## src/rtl/game_pkg.sv

```systemverilog
// Shared types and constants for the score/lives keeper and its BCD adder.
package game_pkg;

  typedef enum logic [1:0] {IDLE, PLAY, RESPAWN, OVER} state_t;

  typedef logic [15:0] bcd4_t;

  localparam int    SCORE_W = 16;
  localparam int    PEND_W  = 4;
  localparam bcd4_t BCD_MAX = 16'h9999;

  function automatic logic [2:0] popcount4(input logic [3:0] v);
    return {2'b00, v[0]} + {2'b00, v[1]} + {2'b00, v[2]} + {2'b00, v[3]};
  endfunction

endpackage

```

## src/rtl/bcd_add_sat.sv

```systemverilog
// Four-digit BCD add of a single-digit constant, clamped to 9999 on overflow.
module bcd_add_sat
  import game_pkg::*;
#(
  parameter logic [3:0] ADDEND = 4'd5
) (
  input  bcd4_t a_i,
  output bcd4_t sum_o
);

  localparam int NDIG = SCORE_W / 4;

  logic [4:0] carry;
  logic [4:0] tmp;
  bcd4_t      sum;

  always_comb begin
    sum   = '0;
    tmp   = '0;
    carry = {1'b0, ADDEND};
    for (int d = 0; d < NDIG; d++) begin
      tmp = {1'b0, a_i[d*4 +: 4]} + carry;
      if (tmp > 5'd9) begin
        sum[d*4 +: 4] = 4'(tmp - 5'd10);
        carry         = 5'd1;
      end else begin
        sum[d*4 +: 4] = tmp[3:0];
        carry         = 5'd0;
      end
    end
    // A carry out of the top digit means the true sum passed 9999.
    sum_o = (carry != 5'd0) ? BCD_MAX : sum;
  end

endmodule

```

## src/rtl/score_lives_keeper.sv

```systemverilog
// Per-frame score and lives bookkeeping: latches collision levels once per
// frame, drains rock hits into a BCD score and sequences game mode/respawn.
//   state   | meaning
//   IDLE    | after reset, waiting for start
//   PLAY    | ship live, collisions cost a life
//   RESPAWN | ship invulnerable for INVULN_FRAMES ticks
//   OVER    | lives exhausted, score frozen, waiting for start
module score_lives_keeper
  import game_pkg::*;
#(
  parameter int START_LIVES     = 3,
  parameter int POINTS_PER_ROCK = 5,
  parameter int INVULN_FRAMES   = 120
) (
  input  logic       Clk,
  input  logic       Reset_h,
  input  logic       vs,
  input  logic       start,
  input  logic [3:0] shot_hits,
  input  logic       ship_hit,
  output bcd4_t      score_bcd,
  output logic [2:0] lives,
  output logic       in_play,
  output logic       game_over,
  output logic       ship_invuln,
  output logic       ship_blink,
  output logic       life_lost
);

  localparam logic [2:0] LIVES_INIT  = 3'(START_LIVES);
  localparam logic [7:0] INVULN_LAST = 8'(INVULN_FRAMES - 1);

  state_t              state_q;
  logic                vs_q1, vs_q2;
  logic                tick, capture, restart, add_en;
  bcd4_t               score_q, score_d, add_sum;
  logic [2:0]          lives_q;
  logic [3:0]          hit_sticky_q, hit_sticky_d;
  logic                ship_sticky_q, ship_sticky_d;
  logic [PEND_W-1:0]   pending_q, pending_d;
  logic [PEND_W:0]     pend_sum;
  logic [7:0]          frame_cnt_q;
  logic                life_lost_q, in_play_q, game_over_q, ship_invuln_q;

  assign tick    = vs_q1 & ~vs_q2;
  assign capture = (state_q == PLAY) || (state_q == RESPAWN);
  assign restart = (state_q == OVER) && start;
  assign add_en  = (pending_q != '0);

  bcd_add_sat #(
    .ADDEND(4'(POINTS_PER_ROCK))
  ) u_add (
    .a_i  (score_q),
    .sum_o(add_sum)
  );

  always_comb begin
    hit_sticky_d  = '0;
    ship_sticky_d = 1'b0;
    if (capture) begin
      hit_sticky_d  = (tick ? 4'b0000 : hit_sticky_q) | shot_hits;
      ship_sticky_d = (tick ? 1'b0 : ship_sticky_q) | ship_hit;
    end

    // Drain one add and fold in the new frame's hits in the same cycle.
    pend_sum = {1'b0, pending_q} - {{PEND_W{1'b0}}, add_en}
             + (tick ? {{(PEND_W-2){1'b0}}, popcount4(hit_sticky_q)} : '0);
    pending_d = pend_sum[PEND_W] ? '1 : pend_sum[PEND_W-1:0];

    score_d = score_q;
    if (restart) begin
      pending_d = '0;
      score_d   = '0;
    end else if (add_en) begin
      score_d = add_sum;
    end
  end

  always_ff @(posedge Clk) begin
    if (Reset_h) begin
      state_q       <= IDLE;
      vs_q1         <= 1'b0;
      vs_q2         <= 1'b0;
      score_q       <= '0;
      lives_q       <= LIVES_INIT;
      hit_sticky_q  <= '0;
      ship_sticky_q <= 1'b0;
      pending_q     <= '0;
      frame_cnt_q   <= '0;
      life_lost_q   <= 1'b0;
      in_play_q     <= 1'b0;
      game_over_q   <= 1'b0;
      ship_invuln_q <= 1'b0;
    end else begin
      vs_q1         <= vs;
      vs_q2         <= vs_q1;
      score_q       <= score_d;
      hit_sticky_q  <= hit_sticky_d;
      ship_sticky_q <= ship_sticky_d;
      pending_q     <= pending_d;
      life_lost_q   <= 1'b0;
      if (tick) frame_cnt_q <= frame_cnt_q + 8'd1;

      case (state_q)
        IDLE: begin
          if (start) begin
            state_q   <= PLAY;
            lives_q   <= LIVES_INIT;
            in_play_q <= 1'b1;
          end
        end
        PLAY: begin
          if (tick && ship_sticky_q) begin
            lives_q     <= lives_q - 3'd1;
            life_lost_q <= 1'b1;
            if (lives_q == 3'd1) begin
              state_q     <= OVER;
              in_play_q   <= 1'b0;
              game_over_q <= 1'b1;
            end else begin
              state_q       <= RESPAWN;
              frame_cnt_q   <= '0;
              ship_invuln_q <= 1'b1;
            end
          end
        end
        RESPAWN: begin
          if (tick && (frame_cnt_q == INVULN_LAST)) begin
            state_q       <= PLAY;
            ship_invuln_q <= 1'b0;
          end
        end
        OVER: begin
          if (start) begin
            state_q     <= PLAY;
            lives_q     <= LIVES_INIT;
            in_play_q   <= 1'b1;
            game_over_q <= 1'b0;
          end
        end
        default: state_q <= IDLE;
      endcase
    end
  end

  assign score_bcd   = score_q;
  assign lives       = lives_q;
  assign in_play     = in_play_q;
  assign game_over   = game_over_q;
  assign ship_invuln = ship_invuln_q;
  assign ship_blink  = ship_invuln_q & frame_cnt_q[3];
  assign life_lost   = life_lost_q;

endmodule

```

## config.mk

```make
export PLATFORM = sky130hd
export DESIGN_NAME = score_lives_keeper
export DESIGN_NICKNAME = d
export VERILOG_FILES = /design/src/rtl/game_pkg.sv /design/src/rtl/bcd_add_sat.sv /design/src/rtl/score_lives_keeper.sv
export SDC_FILE = /design/constraint.sdc
export NUM_CORES = 1
export LEC_CHECK = 0
export ABC_AREA = 1
export CAP_MARGIN = 10
export CORE_MARGIN = 1
export CORE_UTILIZATION = 55
export DETAILED_ROUTE_END_ITERATION = 7
export GPL_ROUTABILITY_DRIVEN = 0
export PLACE_DENSITY = 0.81
export SLEW_MARGIN = 40
export SYNTH_ARGS = -nofsm -noshare
export SYNTH_HDL_FRONTEND = slang
export SYNTH_HIERARCHICAL = 1
export SYNTH_SLANG_ARGS = --single-unit
```

## constraint.sdc

```tcl
create_clock -name Clk -period 12.88 [get_ports Clk]
set_clock_uncertainty 0.05 [all_clocks]
set_input_delay 1.932 -clock Clk [delete_from_list [all_inputs] [get_ports Clk]]
set_output_delay 1.932 -clock Clk [all_outputs]
set_load 0.02 [all_outputs]
```

After elaboration in Yosys (flattened, before gate mapping)
Index checks and enable logic that the tools add are counted.
{ "op_classes": {"addsub": 15, "n_lt_le_gt_ge": 4, "n_eq_ne": 11, "muxes": 38, "bitwise_logic": 7, "n_reduce_logical": 19} }
{ "op_table": {"columns": ["op", "n"], "rows": [
  ["8-bit 2-to-1 mux", 4],
  ["4-bit 2-to-1 mux", 6],
  ["5-bit by 4-bit greater-than comparator with 1-bit output (second input constant)", 4],
  ["1-bit 2-to-1 mux", 16],
  ["16-bit 2-to-1 mux", 1],
  ["4-bit subtractor (second input constant)", 4],
  ["4-bit by 1-bit adder with 5-bit output", 3],
  ["4-bit AND reduction", 3],
  ["3-bit 2-to-1 mux", 3],
  ["8-bit by 1-bit adder with 8-bit output (second input constant)", 1],
  ["8-bit by 7-bit equality test with 1-bit output (second input constant)", 1],
  ["2-bit by 1-bit != test with 1-bit output (second input constant)", 4],
  ["2-bit OR reduction", 4],
  ["2-bit 2-to-1 mux", 3],
  ["1-bit case mux with 2 select lines", 3],
  ["2-bit case mux with 3 select lines", 1],
  ["3-bit case mux with 2 select lines", 1],
  ["3-bit AND reduction", 2],
  ["2-bit nonzero test", 3],
  ["4-bit by 3-bit adder with 5-bit output (second input constant)", 1],
  ["5-bit by 3-bit adder with 5-bit output", 1],
  ["5-bit nonzero test", 1],
  ["4-bit by 1-bit subtractor with 5-bit output", 1],
  ["2-bit equality test (second input constant)", 2],
  ["15 further kinds", 21]
]} }
{ "word_totals": {"register_bits": 44, "in_bits": 9, "output_inout_bits": 24, "elab_cells": 107} }

Longest topological paths before layout
Gate-level depths: netlist (run 1).
{ "logic_depth": {"depth_word": 14, "depth_mapped": 32, "ltp_nobuf": 32} }

Cells and area by module
Netlist (run 1), hierarchy kept.
{ "by_module_without_submodules": {"columns": ["module", "instances", "cells_per_inst", "area_each_um2"], "rows": [
  ["score_lives_keeper", 1, 272, 2105.8],
  ["bcd_add_sat", 1, 110, 665.6]
]} }

Worst setup path after synthesis (run 1)
OpenSTA, ideal clock, no wires.
{ "synth_path": {"path_kind": "flip-flop to flip-flop", "startpoint": "register score_q[0], in the netlist score_bcd[0]", "endpoint": "register score_q[4], in the netlist score_bcd[4]", "setup_time_ns": 0.116, "arrival_time_ns": 4.168, "t_required_ns": 12.714, "setup_slack_ns": 8.546, "stages_incl_launch_ff": 30, "cell_sequence": "dfxtp_1 > inv_1 > ha_1 > inv_1 > ha_1 > nand2_1 > nand2_1 > nand3_2 > nand2_1 > ha_1 > ha_1 > xnor2_2 > nand2_1 > nand2_2 > nand2_2 > ha_1 > ha_1 > xnor2_2 > nand2_2 > nand2_4 > nand2_4 > ha_1 > ha_1 > xnor2_2 > nand2_1 > nand2_2 > nand2_4 > or2_1 > nor2_1 > nor2_1"} }
{ "synth_between": {"elab_chain_len": 14, "elab_cells_between_ends": 16, "classes_between": "add/sub: 5; order compare: 4; mux: 6; reduce/logical: 1"} }
{ "synth_lines": {"columns": ["item", "line_no", "rtl"], "rows": [
  ["from (decl)", "score_lives_keeper.sv:36", "bcd4_t score_q, score_d, add_sum;"],
  ["from (signal assigned)", "score_lives_keeper.sv:97", "score_q <= score_d;"],
  ["4-bit by 3-bit adder with 5-bit output (*)", "bcd_add_sat.sv:22", "tmp = {1'b0, a_i[d*4 +: 4]} + carry;"],
  ["5-bit by 4-bit greater-than comparator with 1-bit output (*)", "bcd_add_sat.sv:23", "if (tmp > 5'd9) begin"],
  ["1-bit 2-to-1 mux (*)", "bcd_add_sat.sv:23", null],
  ["4-bit by 1-bit adder with 5-bit output (*)", "bcd_add_sat.sv:22", null],
  ["5-bit by 4-bit greater-than comparator with 1-bit output", "bcd_add_sat.sv:23", null],
  ["1-bit 2-to-1 mux", "bcd_add_sat.sv:23", null],
  ["4-bit by 1-bit adder with 5-bit output", "bcd_add_sat.sv:22", null],
  ["5-bit by 4-bit greater-than comparator with 1-bit output", "bcd_add_sat.sv:23", null],
  ["1-bit 2-to-1 mux", "bcd_add_sat.sv:23", null],
  ["4-bit by 1-bit adder with 5-bit output", "bcd_add_sat.sv:22", null],
  ["5-bit by 4-bit greater-than comparator with 1-bit output", "bcd_add_sat.sv:23", null],
  ["1-bit 2-to-1 mux", "bcd_add_sat.sv:23", null],
  ["5-bit nonzero test", "bcd_add_sat.sv:32", "sum_o = (carry != 5'd0) ? BCD_MAX : sum;"],
  ["16-bit 2-to-1 mux (*)", "bcd_add_sat.sv:32", null],
  ["named net add_sum[4]", "score_lives_keeper.sv:36", null]
]} }
Mark *: on every way through the listed nets, which the timed path passes. The rest lies on a longest branch.
A chain may end at the register's enable or synchronous reset.

Final worst setup path (run 1)
Ends and elaborated chain as after synthesis.

==> reports/results.ini, run 1 <==
[outcome]
status = finished clean

[timing]
setup_tns_ns = 0
period_share_pct = 36.0
setup_viol = 0
fin_hold_ws_ns = 0.403
grt_setup_unrepaired = no
setup_ws_ns = 8.24
relSlewSlack_pct = 49.0
worst_pin_slew_ns = 0.765
fin_crit_ns = 4.64
drv_slew = 0
fmax_mhz = 216
hold_viol = 0

[pwr]
p_sw_w = 0.000352
power_density_nw_per_um2 = 235
sw_frac_of_total_pct = 45.7
combPwrFrac_pct = 57.6
intPower_w = 0.000418
power.leakage_nw = 1.63
pwr-share-clk_pct = 14.3
ir_drop_uv = 150
p_seq_share_pct = 28.2

[grt]
gr-total-overflow = 0
antenna_found_initial = 0
grt_pass1_wl_mm = 9.47
grt_usage_pct = 22.5
grt_max_degree = 21
grt_pass1_vias = 2288

[logic_synthesis]
ys_ff_latch = 44
syn-num-nets = 420
synthArstFlopShare_pct = 0
synth_top_cell_by_area = dfxtp_1
synthFlopType = dfxtp_1
synthTopCellsByArea = dfxtp_1, ha_1, nand2_1, nor2_1, inv_1
synth_cells = 382
syn_area_per_cell_um2 = 7.25
yosysTopAreaCellShare_pct = 31.8
ys_seq_area_share_pct = 31.8
synth.distinct_cells = 33
synthTopCellsByCount = nand2_1, nor2_1, inv_1
synth_most_common_cell = nand2_1
synth_edf_count = 0
yosys_warnings = 6
synth_area_um2 = 2770

[cells_and_area]
nets = 455
utilization_pct = 68.5
fillCellCount = 400
drive_gt1_share_pct = 11.2
fin_cells = 485
area_growth_pct = 18.2
antennaDiodeCount = 0

[route]
drt_iter0_markers = 117
dr_total_vias = 2410
via_per_inst = 4.97
drc_errors = 0
wirelength_mm = 5.37
dr.pass1.iters = 4
postRouteAntennaNets = 0
detail_route.wl_per_cell_um = 11.1

[die]
io_pins = 33
die_x_um = 73.0
dieHeight_um = 73.0
die_area_um2 = 5330
start_util_pct = 57.9
num_rows = 25
coreArea_um2 = 4790

[critical_path]
slowest_stage = dfxtp_1
cp-end-kind = flop
slowest_delay_ns = 0.36
cp-start-kind = flop
critPathRequiredTime_ns = 13.03
crit_arrival_ns = 4.78
crit_path_frequent_cell = ha_1
critPathKind = reg2reg
path_max_fanout = 9

[placement]
hpwl_mm = 3.93
port_buffers = 32
dp.cells = 477
dpl_worst_slack_ns = 8.29

[clocking]
cts_buffer_depth = 2
cts_htree_levels = 2
cts_setup_buffers = 0
cts_hold_buf = 0
cts_resized = 0
insertion_delay_ns = 0.30
cts_tree = done
cts_made_buffers = 5
cts.clk_slew.worst_paths_ns = 0.09
cts.sinks = 44
cts.root.buffer_cell = clkbuf_8

[worst_hold_path]
hp-class = reg2reg

[run]
maxCapViolCount = 0

-- worst max-delay path: cells and delay by family, from the launching register on --
family        cells  cell delay [ns]
flops             1             0.36
xor+xnor          3             0.63
simple gates     18             1.60
buf+inv           2             0.11
fa+ha+maj         8             1.76
-- state kept, by name, indices dropped and copies added, names as in the netlist, 2 cells and up --
register / cells
frame_cnt_q: 8
hit_sticky_q: 4
lives: 3
pending_q: 4
score_bcd: 16
state_q: 2
-- final cells by class --
type	count	area, um^2	share of cell area, %
Multi-Input combinational cell	280	1670	51.1
Sequential cell	44	881	26.9
Timing Repair Buffer	32	320	9.77
Inverter	54	203	6.19
Tap cell	67	83.8	2.56
Clock buffer	5	68.8	2.10
Clock inverter	3	46.3	1.41
-- metrics by stage --
step                      area (um^2)  power, W
after CTS                        3280  0.000779
after floorplan                  2770  0.000548
final                            3280  0.000770
after global placement           3160  0.000653
after global routing             3280  0.000852
after detailed placement         3160  0.000664
-- path summary, 6_finish.rpt --
| kind | from | end | slack [ns] | depth (start not counted) |
|---|---|---|---|---|
| setup / recovery | score_bcd[0] | score_bcd[4] | 8.24 | 31 |
| hold / removal | game_over | game_over | 0.40 | 2 |
| setup reg to reg | score_bcd[0] | score_bcd[4] | 8.24 | 31 |
| hold reg to reg | game_over | game_over | 0.40 | 2 |
-- metal layers --
metal	wire [um]	GRT usage, %	vias up
li1	-	-	1275
met1	2500	26.9	1074
met2	2550	39.5	47
met3	196	4.83	14
met4	123	8.06	0
met5	0	0	-
-- cell usage in the layout (no fill, tap or decap), drive strengths merged --
cell type / count
bufinv: 1
nor3: 2
dfxtp: 44
clkinvlp: 1
clkbuf: 5
ha: 27
a21oi: 15
o211ai: 1
xor2: 4
inv: 54
clkinv: 1
xnor2: 7
a21o: 1
nor3b: 1
a21boi: 2
nand2: 87
nand4: 8
fa: 2
nand3b: 3
or2: 3
nor2: 71
nand3: 24
o21ai: 22
clkdlybuf4s50: 32
-- cells by family (layout without fill, tap and decap cells) --
group | after synthesis | in the layout | synth area share (%)
simple gates | 199 | 199 | 33.9
xor+xnor | 11 | 11 | 4.56
buf+inv | 58 | 94 | 7.90
fa+ha+maj | 29 | 29 | 13.6
flops | 44 | 44 | 31.8
compound gates | 41 | 41 | 8.22
-- power groups by stage --
stage	Combinational [W]	Sequential [W]	Clock [W]
after detailed placement	0.000444	0.000220	0
after floorplan	0.000304	0.000243	0
final	0.000444	0.000217	0.000110
after CTS	0.000448	0.000217	0.000113
after global placement	0.000434	0.000219	0
after global routing	0.000511	0.000224	0.000117
Note: power is estimated with default switching activity, not from simulation.
==> run 2: changes to the inputs <==
- CORE_UTILIZATION: 55 -> 51
- PLACE_DENSITY: 0.81 -> 0.79
- clock period: 12.88 -> 4.1 ns (I/O delays scaled with it)
==> run 2 against run 1 <==
  * Sequential share of layout area shrank 2.4 points
  * Die area up 7.6%
  * Non-clock buffer count is 24 higher
  * Final cell count is 5.8% higher
  * Via count is 8.0% higher
  * Critical path depth fell by 1
  * Register-to-register slack worse by 8.2 ns
  * Core utilization increased by 1.8 points
  * Setup slack got worse by 8.2 ns
  * Power grew to 3.5 times the previous value
==> reports/results.ini, run 2 (synthesis results as in run 1) <==
[grt]
antenna_found_initial = 0  ; unchanged
grt_pass1_vias = 2276  ; was 2,288
grt_pass1_wl_mm = 9.56  ; was 9.47 mm
grt_max_degree = 21  ; unchanged
grt_usage_pct = 22.1  ; was 22.5%
gr-total-overflow = 0  ; unchanged

[route]
dr_total_vias = 2604  ; was 2,410
via_per_inst = 5.08  ; was 4.97
drc_errors = 0  ; unchanged
postRouteAntennaNets = 0  ; unchanged
wirelength_mm = 6.29  ; was 5.37 mm
dr.pass1.iters = 4  ; unchanged
detail_route.wl_per_cell_um = 12.3  ; was 11.1 um
drt_iter0_markers = 123  ; was 117

[timing]
setup_tns_ns = 0  ; unchanged
fin_hold_ws_ns = 0.398  ; was 0.403 ns
worst_pin_slew_ns = 0.530  ; was 0.765 ns
fin_crit_ns = 4.01  ; was 4.64 ns
setup_viol = 0  ; unchanged
drv_slew = 0  ; unchanged
hold_viol = 0  ; unchanged
relSlewSlack_pct = 64.6  ; was 49.0%
period_share_pct = 97.8  ; was 36.0%
fmax_mhz = 249  ; was 216 MHz
grt_setup_unrepaired = yes  ; was no

[run]
maxCapViolCount = 0  ; unchanged

[critical_path]
r2r_start = score_bcd[1]  ; was score_bcd[0]
path_max_fanout = 5  ; was 9
slowest_delay_ns = 0.38  ; was 0.36 ns
slowest_stage = dfxtp_4  ; was dfxtp_1
startpoint = score_bcd[1]  ; was score_bcd[0]
cp-end-kind = flop  ; unchanged
critPathRequiredTime_ns = 4.25  ; was 13.03 ns
critPathKind = reg2reg  ; unchanged
crit_arrival_ns = 4.16  ; was 4.78 ns
crit_path_frequent_cell = ha_4  ; was ha_1
cp_top_family = simple AND/OR/NAND/NOR gates  ; was adder cells
worst-path-stages = 30  ; was 31
rr_worst_depth = 30  ; was 31
critPathBufInv = 1  ; was 2
cp-start-kind = flop  ; unchanged

[pwr]
power.leakage_nw = 1.74  ; was 1.63 nW
power_density_nw_per_um2 = 751  ; was 235 nW/um^2
ir_drop_uv = 508  ; was 150 uV
finalPower_w = 0.00273  ; was 0.000770 W

[clocking]
cts_htree_levels = 2  ; unchanged
insertion_delay_ns = 0.30  ; about the same
cts_hold_buf = 0  ; unchanged
cts_tree = done  ; unchanged
cts_buffer_depth = 2  ; unchanged
cts_made_buffers = 5  ; unchanged
cts.clk_slew.worst_paths_ns = 0.09  ; about the same
cts.root.buffer_cell = clkbuf_8  ; unchanged
cts.sinks = 44  ; unchanged

[die]
die_area_um2 = 5730  ; was 5330 um^2
die_x_um = 75.7  ; was 73.0 um
coreArea_um2 = 5170  ; was 4790 um^2
num_rows = 26  ; was 25
io_pins = 33  ; unchanged
start_util_pct = 53.6  ; was 57.9%
dieHeight_um = 75.7  ; was 73.0 um

[cells_and_area]
layout_common_cells = nor2_1, nand2_1, inv_1, dfxtp_1, clkdlybuf4s50_1  ; was nand2_1, nor2_1, inv_1
drive_gt1_share_pct = 21.4  ; was 11.2%
fillCellCount = 393  ; was 400
largest_reg_flops = 16  ; unchanged
fin_cells = 513  ; was 485
antennaDiodeCount = 0  ; unchanged
nets = 480  ; was 455
mostFrequentLayoutCell = nor2_1  ; was nand2_1
area_growth_pct = 31.1  ; was 18.2%

[worst_hold_path]
whs_path_depth = 2  ; unchanged
worstHoldStart = game_over  ; unchanged
hp-class = reg2reg  ; unchanged

[placement]
port_buffers = 32  ; unchanged
dp.cells = 488  ; was 477
hpwl_mm = 4.18  ; was 3.93 mm

[outcome]
status = finished clean  ; unchanged

run 2: layout make-up:
| cell class | count | area [um^2] | area share, % |
|---|---|---|---|
| clock inverters | 3 | 47.5 | 1.31 |
| clock buffers | 5 | 68.8 | 1.89 |
| well taps | 70 | 87.6 | 2.41 |
| flip-flops and latches | 44 | 888 | 24.4 |
| multi-input cells | 281 | 1830 | 50.4 |
| repair buffers | 56 | 500 | 13.8 |
| inverters | 54 | 208 | 5.72 |
run 2: timing repair:
| action | in CTS | in global routing |
|---|---|---|
| hold endpoints to repair | 0 | 0 |
| setup buffers | 6 | 10 |
| gates cloned | 0 | 1 |
| pin swaps | 7 | 22 |
| resized for setup | 4 | 27 |
| setup endpoints to repair | 12 | 16 |
run 2: path summary, 6_finish.rpt:
check                 end  slack (ns)
max          score_bcd[8]        0.09
min             game_over        0.40
max reg2reg  score_bcd[8]        0.09
min reg2reg     game_over        0.40
run 2: worst register-to-register path, delay by kind of cell (launching register included):
| kind | cells | cell delay, ns |
|---|---|---|
| XOR/XNOR | 3 | 0.48 |
| adder cells (fa/ha/maj) | 8 | 1.30 |
| buffers and inverters | 1 | 0.05 |
| flip-flops | 1 | 0.38 |
| AND/OR/NAND/NOR | 18 | 1.63 |
run 2: power breakdown:
part	internal, W	leakage, nW	switching [W]
Combinational	0.000735	1.32	0.000942
Clock	0.000184	0.0583	0.000160
Sequential	0.000562	0.363	0.000146
run 2: per-stage QoR:
step | setup WS (ns) | util (%) | cell area, um^2
floorplan | 0.0163 | - | 2790
global placement | 0.0388 | 62.6 | 3240
detailed placement | -0.125 | 62.6 | 3240
CTS | 0.0116 | 65.9 | 3410
global route | -0.132 | 70.2 | 3630
finish | 0.0918 | 70.2 | 3630
run 2: routing by layer:
layer  share of wire [%]  vias to the layer above  global-route usage [%]
met5                   0                        -                       0
met4                 1.2                        0                    7.00
met3                 4.6                        7                    4.23
met2                  50                       55                    40.5
met1                  44                     1213                    25.8
li1                    -                     1329                       -
